`src/rtl/vend_pkg.sv`:
```
`default_nettype none
// ============================================================================
//  Module      : vend_pkg
//  Description : Shared types and constants for the vending controller:
//                controller state enum, coin codes, coin unit values and a
//                helper that maps a coin code to its value in units.
//  Revision    : 1.0 - initial release
// ============================================================================
package vend_pkg;

    // Controller states
    typedef enum logic [1:0] {
        IDLE     = 2'd0,
        COLLECT  = 2'd1,
        DISPENSE = 2'd2,
        CHANGE   = 2'd3
    } state_t;

    // Coin codes presented on din
    localparam logic [1:0] COIN_NONE   = 2'b00;
    localparam logic [1:0] COIN_ONE    = 2'b01;
    localparam logic [1:0] COIN_TWO    = 2'b10;
    localparam logic [1:0] COIN_CANCEL = 2'b11;

    // Value of each coin code in units (1 unit = 5c)
    localparam logic [1:0] UNITS_NONE = 2'd0;
    localparam logic [1:0] UNITS_ONE  = 2'd1;
    localparam logic [1:0] UNITS_TWO  = 2'd2;

    // Cancel carries no value; it is decoded separately
    function automatic logic [1:0] coin_units(input logic [1:0] code);
        logic [1:0] units;
        units = UNITS_NONE;
        case (code)
            COIN_ONE: units = UNITS_ONE;
            COIN_TWO: units = UNITS_TWO;
            default:  units = UNITS_NONE;
        endcase
        return units;
    endfunction

endpackage
`default_nettype wire

```
`src/rtl/vend_idle_timer.sv`:
```
`default_nettype none
// ============================================================================
//  Module      : vend_idle_timer
//  Description : Counts consecutive enabled cycles; 'expired' is asserted
//                combinationally on the cycle whose edge would complete the
//                TIMEOUT-th enabled cycle. 'clr' has priority over 'en'.
//  Revision    : 1.0 - initial release
// ============================================================================
module vend_idle_timer #(
    parameter int TIMEOUT = 16
) (
    input  logic clock,
    input  logic reset,
    input  logic clr,
    input  logic en,
    output logic expired
);

    localparam int             CNT_W  = $clog2(TIMEOUT + 1);
    localparam logic [CNT_W-1:0] C_LAST = CNT_W'(TIMEOUT - 1);

    logic [CNT_W-1:0] count_q;
    logic [CNT_W-1:0] count_d;

    // Expiry fires on the edge that completes the TIMEOUT-th idle cycle
    always_comb begin
        expired = en && !clr && (count_q == C_LAST);
        count_d = count_q;
        if (clr || expired) begin
            count_d = '0;
        end else if (en) begin
            count_d = count_q + CNT_W'(1);
        end
    end

    // Counter register
    always_ff @(posedge clock) begin
        if (reset) begin
            count_q <= '0;
        end else begin
            count_q <= count_d;
        end
    end

endmodule
`default_nettype wire

```
`src/rtl/vend_controller.sv`:
```
`default_nettype none
// ============================================================================
//  Module      : vend_controller
//  Description : Vending sequencer. Accumulates coin credit, handshakes the
//                dispenser (disp_req/disp_ack), then pays change one unit coin
//                per cycle. All pulse outputs are registered.
//                Optional COLLECT idle refund built when VEND_TIMEOUT_EN is
//                defined; otherwise tmo is tied low.
//  Revision    : 1.0 - initial release
// ============================================================================
module vend_controller
    import vend_pkg::*;
#(
    parameter int PRICE    = 3,
    parameter int CREDIT_W = 4,
    parameter int TIMEOUT  = 16
) (
    input  logic                clock,
    input  logic                reset,
    input  logic [1:0]          din,
    input  logic                disp_ack,
    output logic                p,
    output logic                disp_req,
    output logic                coin_out,
    output logic                coin_reject,
    output logic                tmo,
    output logic [CREDIT_W-1:0] credit,
    output logic                busy
);

    // Price at register width and one bit wider (for overflow-safe compares)
    localparam logic [CREDIT_W-1:0] C_PRICE      = CREDIT_W'(PRICE);
    localparam logic [CREDIT_W:0]   C_PRICE_WIDE = (CREDIT_W + 1)'(PRICE);
    localparam logic [CREDIT_W:0]   C_CREDIT_MAX = {1'b0, {CREDIT_W{1'b1}}};

    state_t              state_q;
    state_t              state_d;
    logic [CREDIT_W-1:0] credit_q;
    logic [CREDIT_W-1:0] credit_d;
    logic                p_q;
    logic                p_d;
    logic                coin_out_q;
    logic                coin_out_d;
    logic                coin_reject_q;
    logic                coin_reject_d;
    logic                tmo_q;
    logic                tmo_d;

    logic [1:0]          w_units;
    logic                w_is_coin;
    logic                w_cancel;
    logic [CREDIT_W:0]   w_sum;
    logic                w_overflow;
    logic                w_tmo_fire;

    // Coin decode and one-bit-wider sum so overflow is visible
    always_comb begin
        w_units    = coin_units(din);
        w_is_coin  = (w_units != UNITS_NONE);
        w_cancel   = (din == COIN_CANCEL);
        w_sum      = {1'b0, credit_q} + (CREDIT_W + 1)'(w_units);
        w_overflow = (w_sum > C_CREDIT_MAX);
    end

`ifdef VEND_TIMEOUT_EN
    logic w_tmr_en;
    logic w_tmr_clr;

    // Idle counting only while in COLLECT with no coin code presented
    always_comb begin
        w_tmr_en  = (state_q == COLLECT) && (din == COIN_NONE);
        w_tmr_clr = (state_q != COLLECT) || (din != COIN_NONE);
    end

    vend_idle_timer #(
        .TIMEOUT (TIMEOUT)
    ) u_idle_timer (
        .clock   (clock),
        .reset   (reset),
        .clr     (w_tmr_clr),
        .en      (w_tmr_en),
        .expired (w_tmo_fire)
    );
`else
    // No idle refund: COLLECT waits indefinitely
    assign w_tmo_fire = 1'b0;
`endif

    // State and credit register plus registered pulse outputs
    always_ff @(posedge clock) begin
        if (reset) begin
            state_q       <= IDLE;
            credit_q      <= '0;
            p_q           <= 1'b0;
            coin_out_q    <= 1'b0;
            coin_reject_q <= 1'b0;
            tmo_q         <= 1'b0;
        end else begin
            state_q       <= state_d;
            credit_q      <= credit_d;
            p_q           <= p_d;
            coin_out_q    <= coin_out_d;
            coin_reject_q <= coin_reject_d;
            tmo_q         <= tmo_d;
        end
    end

    // Next state and next credit
    always_comb begin
        state_d  = state_q;
        credit_d = credit_q;
        case (state_q)
            IDLE: begin
                if (w_is_coin) begin
                    credit_d = CREDIT_W'(w_units);
                    state_d  = COLLECT;
                end
            end
            COLLECT: begin
                if (w_is_coin) begin
                    if (!w_overflow) begin
                        credit_d = w_sum[CREDIT_W-1:0];
                        if (w_sum >= C_PRICE_WIDE) begin
                            state_d = DISPENSE;
                        end
                    end
                end else if (w_cancel || w_tmo_fire) begin
                    state_d = CHANGE;
                end
            end
            DISPENSE: begin
                // Credit >= PRICE is guaranteed on entry, so no underflow
                if (disp_ack) begin
                    credit_d = credit_q - C_PRICE;
                    state_d  = (credit_q == C_PRICE) ? IDLE : CHANGE;
                end
            end
            CHANGE: begin
                credit_d = credit_q - CREDIT_W'(1);
                if (credit_q <= CREDIT_W'(1)) begin
                    state_d = IDLE;
                end
            end
            default: begin
                state_d  = IDLE;
                credit_d = '0;
            end
        endcase
    end

    // Output decode: next-cycle pulses and state-derived levels
    always_comb begin
        p_d           = (state_q == DISPENSE) && disp_ack;
        coin_out_d    = (state_q == CHANGE);
        coin_reject_d = w_is_coin &&
                        (((state_q == COLLECT) && w_overflow) ||
                         (state_q == DISPENSE) ||
                         (state_q == CHANGE));
        tmo_d         = w_tmo_fire;
        disp_req      = (state_q == DISPENSE);
        busy          = (state_q == DISPENSE) || (state_q == CHANGE);
    end

    assign p           = p_q;
    assign coin_out    = coin_out_q;
    assign coin_reject = coin_reject_q;
    assign tmo         = tmo_q;
    assign credit      = credit_q;

endmodule
`default_nettype wire

```
`config.mk`:
```
export PLATFORM = sky130hd
export DESIGN_NAME = vend_controller
export DESIGN_NICKNAME = d
export VERILOG_FILES = /design/src/rtl/vend_pkg.sv /design/src/rtl/vend_idle_timer.sv /design/src/rtl/vend_controller.sv
export SDC_FILE = /design/constraint.sdc
export NUM_CORES = 1
export LEC_CHECK = 0
export ABC_AREA = 1
export CAP_MARGIN = 20
export CELL_PAD_IN_SITES_DETAIL_PLACEMENT = 1
export CELL_PAD_IN_SITES_GLOBAL_PLACEMENT = 1
export CORE_MARGIN = 3
export CORE_UTILIZATION = 39
export CTS_BUF_LIST = sky130_fd_sc_hd__clkbuf_8
export CTS_CLUSTER_DIAMETER = 200
export CTS_CLUSTER_SIZE = 20
export DETAILED_ROUTE_END_ITERATION = 10
export PLACE_DENSITY = 0.82
export SLEW_MARGIN = 0
export SYNTH_ARGS = -nofsm -noshare
export SYNTH_HDL_FRONTEND = slang
export SYNTH_SLANG_ARGS = --single-unit
```
`constraint.sdc`:
```
create_clock -name clock -period 3.05 [get_ports clock]
set_clock_uncertainty 0.05 [all_clocks]
set_input_delay 0.305 -clock clock [delete_from_list [all_inputs] [get_ports clock]]
set_output_delay 0.305 -clock clock [all_outputs]
set_load 0.05 [all_outputs]
```
==> impl_metrics.yaml <==
outcome:
  status: "completed"
route:
  dr_total_vias: 825
  vias_per_cell: 5.12
  ant_nets: 0
  routed_wl_mm: 2.18
  drc: 0
  post_drt_wl_per_cell_um: 13.5
  dr.first_iter.drc_count: 8
  drt-pass1-iter-count: 4
grt:
  grt_pass1_vias: 829
  grt_start_max_net_pins: 13
  grt_usage_pct: 19.6
  antenna_found_initial: 0
  grt_overflow: 0
  grt_pass1_wl_mm: 3.75
critical_path:
  crit_path_start_kind: "primary input"
  worstPathArrival_ns: 2.36
  cp_cell_sequence: "clkdlybuf4s50_1, inv_1, ha_1, ha_1, fa_1, nand2_1, inv_1, nor2_1, nand3_1, nand2_1, nand2_1, nand2_1, nor2_1, nor2_1"
  max_stage_delay_ns: 0.52
  critPathKind: "primary input to register"
  critPathMostFrequentCell: "nand2_1"
  crit_fanout: 3
  required_ns: 3.13
  cp_slowest_cell: "fa_1"
  cp-end-kind: "register"
flow_run:
  maxCapViolCount: 0
cts:
  postCtsSetupBuffers: 0
  numClockSinks: 9
  cts_resized: 0
  clk_path_buf_depth: 2
  htreeDepth: 1
  clk_pin_slew_ns: 0.04
  cts_tree: "done"
  clock-root-buffer: "clkbuf_8"
  insertion_delay_ns: 0.23
  ctsHoldBuffers: 0
  cts-buffers-inserted: 3
sta:
  finalSetupViolCount: 0
  min_period_ns: 2.28
  fmax_mhz: 439
  tightest_slew_ns: 0.503
  timing.final.crit_share_pct: 74.8
  tns_ns: 0
  slew_headroom_pct: 66.4
  slew_viol_final: 0
  grt_setup_unrepaired: "no"
  final_hold_viol_count: 0
final_layout:
  drive_gt1_share_pct: 8.82
  antenna_cells: 0
  nets: 151
  n_fill_cell: 254
  area_delta_synth_final_pct: 24.1
  final_area_um2: 966
die:
  die_y_um: 50.7
  start_util_pct: 43.2
  die_width_um: 50.7
  num_rows: 15
  io_pins: 15
  core_um2: 1800
  die_area_um2: 2570
yosys:
  avgSynthCellArea_um2: 6.38
  synthSimpleGateAreaFrac_pct: 35.9
  yosysSeqAreaShare_pct: 23.2
  async_reset_ff_share_pct: 0
  synthAdderAreaFrac_pct: 15.4
  synth.most_common_cell: "nand2_1"
  yosysTopAreaCell: "dfxtp_1"
  netlist_area_um2: 778
  synth_edf_count: 0
  synth_cell_types: 24
  synth_compound_area_share_pct: 14.5
  synth_area_leaders: "dfxtp_1 23%, nand2_1 14%, ha_1 13%"
  synth_cells: 122
  synthMuxAreaShare_pct: 0
  netlist.area_leader.share_pct: 23.2
  synth_common_cells: "29 x nand2_1, 16 x nor2_1, 14 x inv_1"
  synthFlopType: "dfxtp_1"
  yosys_warnings: 0
  synth_nets: 136
  synth-xor-area-share_pct: 0
  synth_top_family_by_area: "simple AND/OR/NAND/NOR gates"
  ys_ff_latch: 9
place:
  place.gp.congestion: 0.795
  dp_hpwl_mm: 1.70
  port_buffers: 13
  dpl_cell_area_um2: 921
pwr:
  ir_worst_vdd_mv: 0.565
  cellLeakagePower_nw: 0.453
  power_density_nw_per_um2: 1040
hold_path:
  hp-class: "register to register"
## power by group
part | leakage (nW) | switching, mW | total [mW] | internal, mW
registers | 0.0738 | 0.0769 | 0.233 | 0.156
clock network | 0.0269 | 0.0485 | 0.136 | 0.0878
logic | 0.353 | 0.418 | 0.636 | 0.218
total | 0.453 | 0.543 | 1.01 | 0.462
## final timing paths
path | endpoint | from | slack, ns | cells past startpoint
min reg2reg | p | state_q[1] | 0.56 | 2
max reg2reg | state_q[1] | credit[0] | 1.07 | 11
min | p | state_q[1] | 0.56 | 2
max | state_q[1] | din[1] | 0.77 | 14
## kinds of logic after synthesis
group,count (synthesis)
buffers and inverters,20
AO/OA/AOI/OAI,20
other,1
AND/OR/NAND/NOR,63
adder cells (fa/ha/maj),9
flip-flops,9
## worst max-delay path: cells and delay by family
| kind | cells | cell delay (ns) |
|---|---|---|
| fa+ha+maj | 3 | 0.94 |
| buf+inv | 3 | 0.59 |
| simple gates | 8 | 0.52 |
## sequential cells by signal (all words and copies together), names as in the netlist
register / flops
coin_out: 1
p: 1
credit: 4
state_q: 2
coin_reject: 1
## stage by stage
step	cells	util (%)	setup slack [ns]	hold slack [ns]	total power, mW
2_1_floorplan	122	-	0.961	0.317	0.689
3_3_place_gp	157	51.1	0.585	0.547	0.844
3_5_place_dp	157	51.1	0.531	0.554	0.866
4_1_cts	161	53.6	0.771	0.566	1.01
5_1_grt	161	53.6	0.558	0.582	1.10
6_report	161	53.6	0.770	0.560	1.01
## cell usage in the layout (no fill, tap or decap), types with 2 or more instances in the layout
cell	n
nand2_1	29
nor2_1	16
inv_1	15
clkdlybuf4s50_1	13
nand3_1	11
a21oi_1	9
dfxtp_1	9
ha_1	8
o21ai_0	5
inv_2	3
clkbuf_8	3
o21ai_1	2
nand3b_1	2
## layout make-up
class | count | area, um2 | share of cell area (%)
multi-input cells | 93 | 515 | 53.4
flip-flops and latches | 9 | 180 | 18.7
repair buffers | 13 | 130 | 13.5
inverters | 17 | 63.8 | 6.61
clock buffers | 3 | 41.3 | 4.27
well taps | 25 | 31.3 | 3.24
clock inverters | 1 | 3.75 | 0.389
## per-layer routing
layer | GRT usage (%) | vias up | wire [um]
met1 | 22.3 | 390 | 992
met5 | 0 | - | 0
li1 | - | 413 | -
met2 | 35.2 | 16 | 1090
met3 | 5.04 | 6 | 63
met4 | 6.73 | 0 | 35
Note: power is estimated with default switching activity, not from simulation.
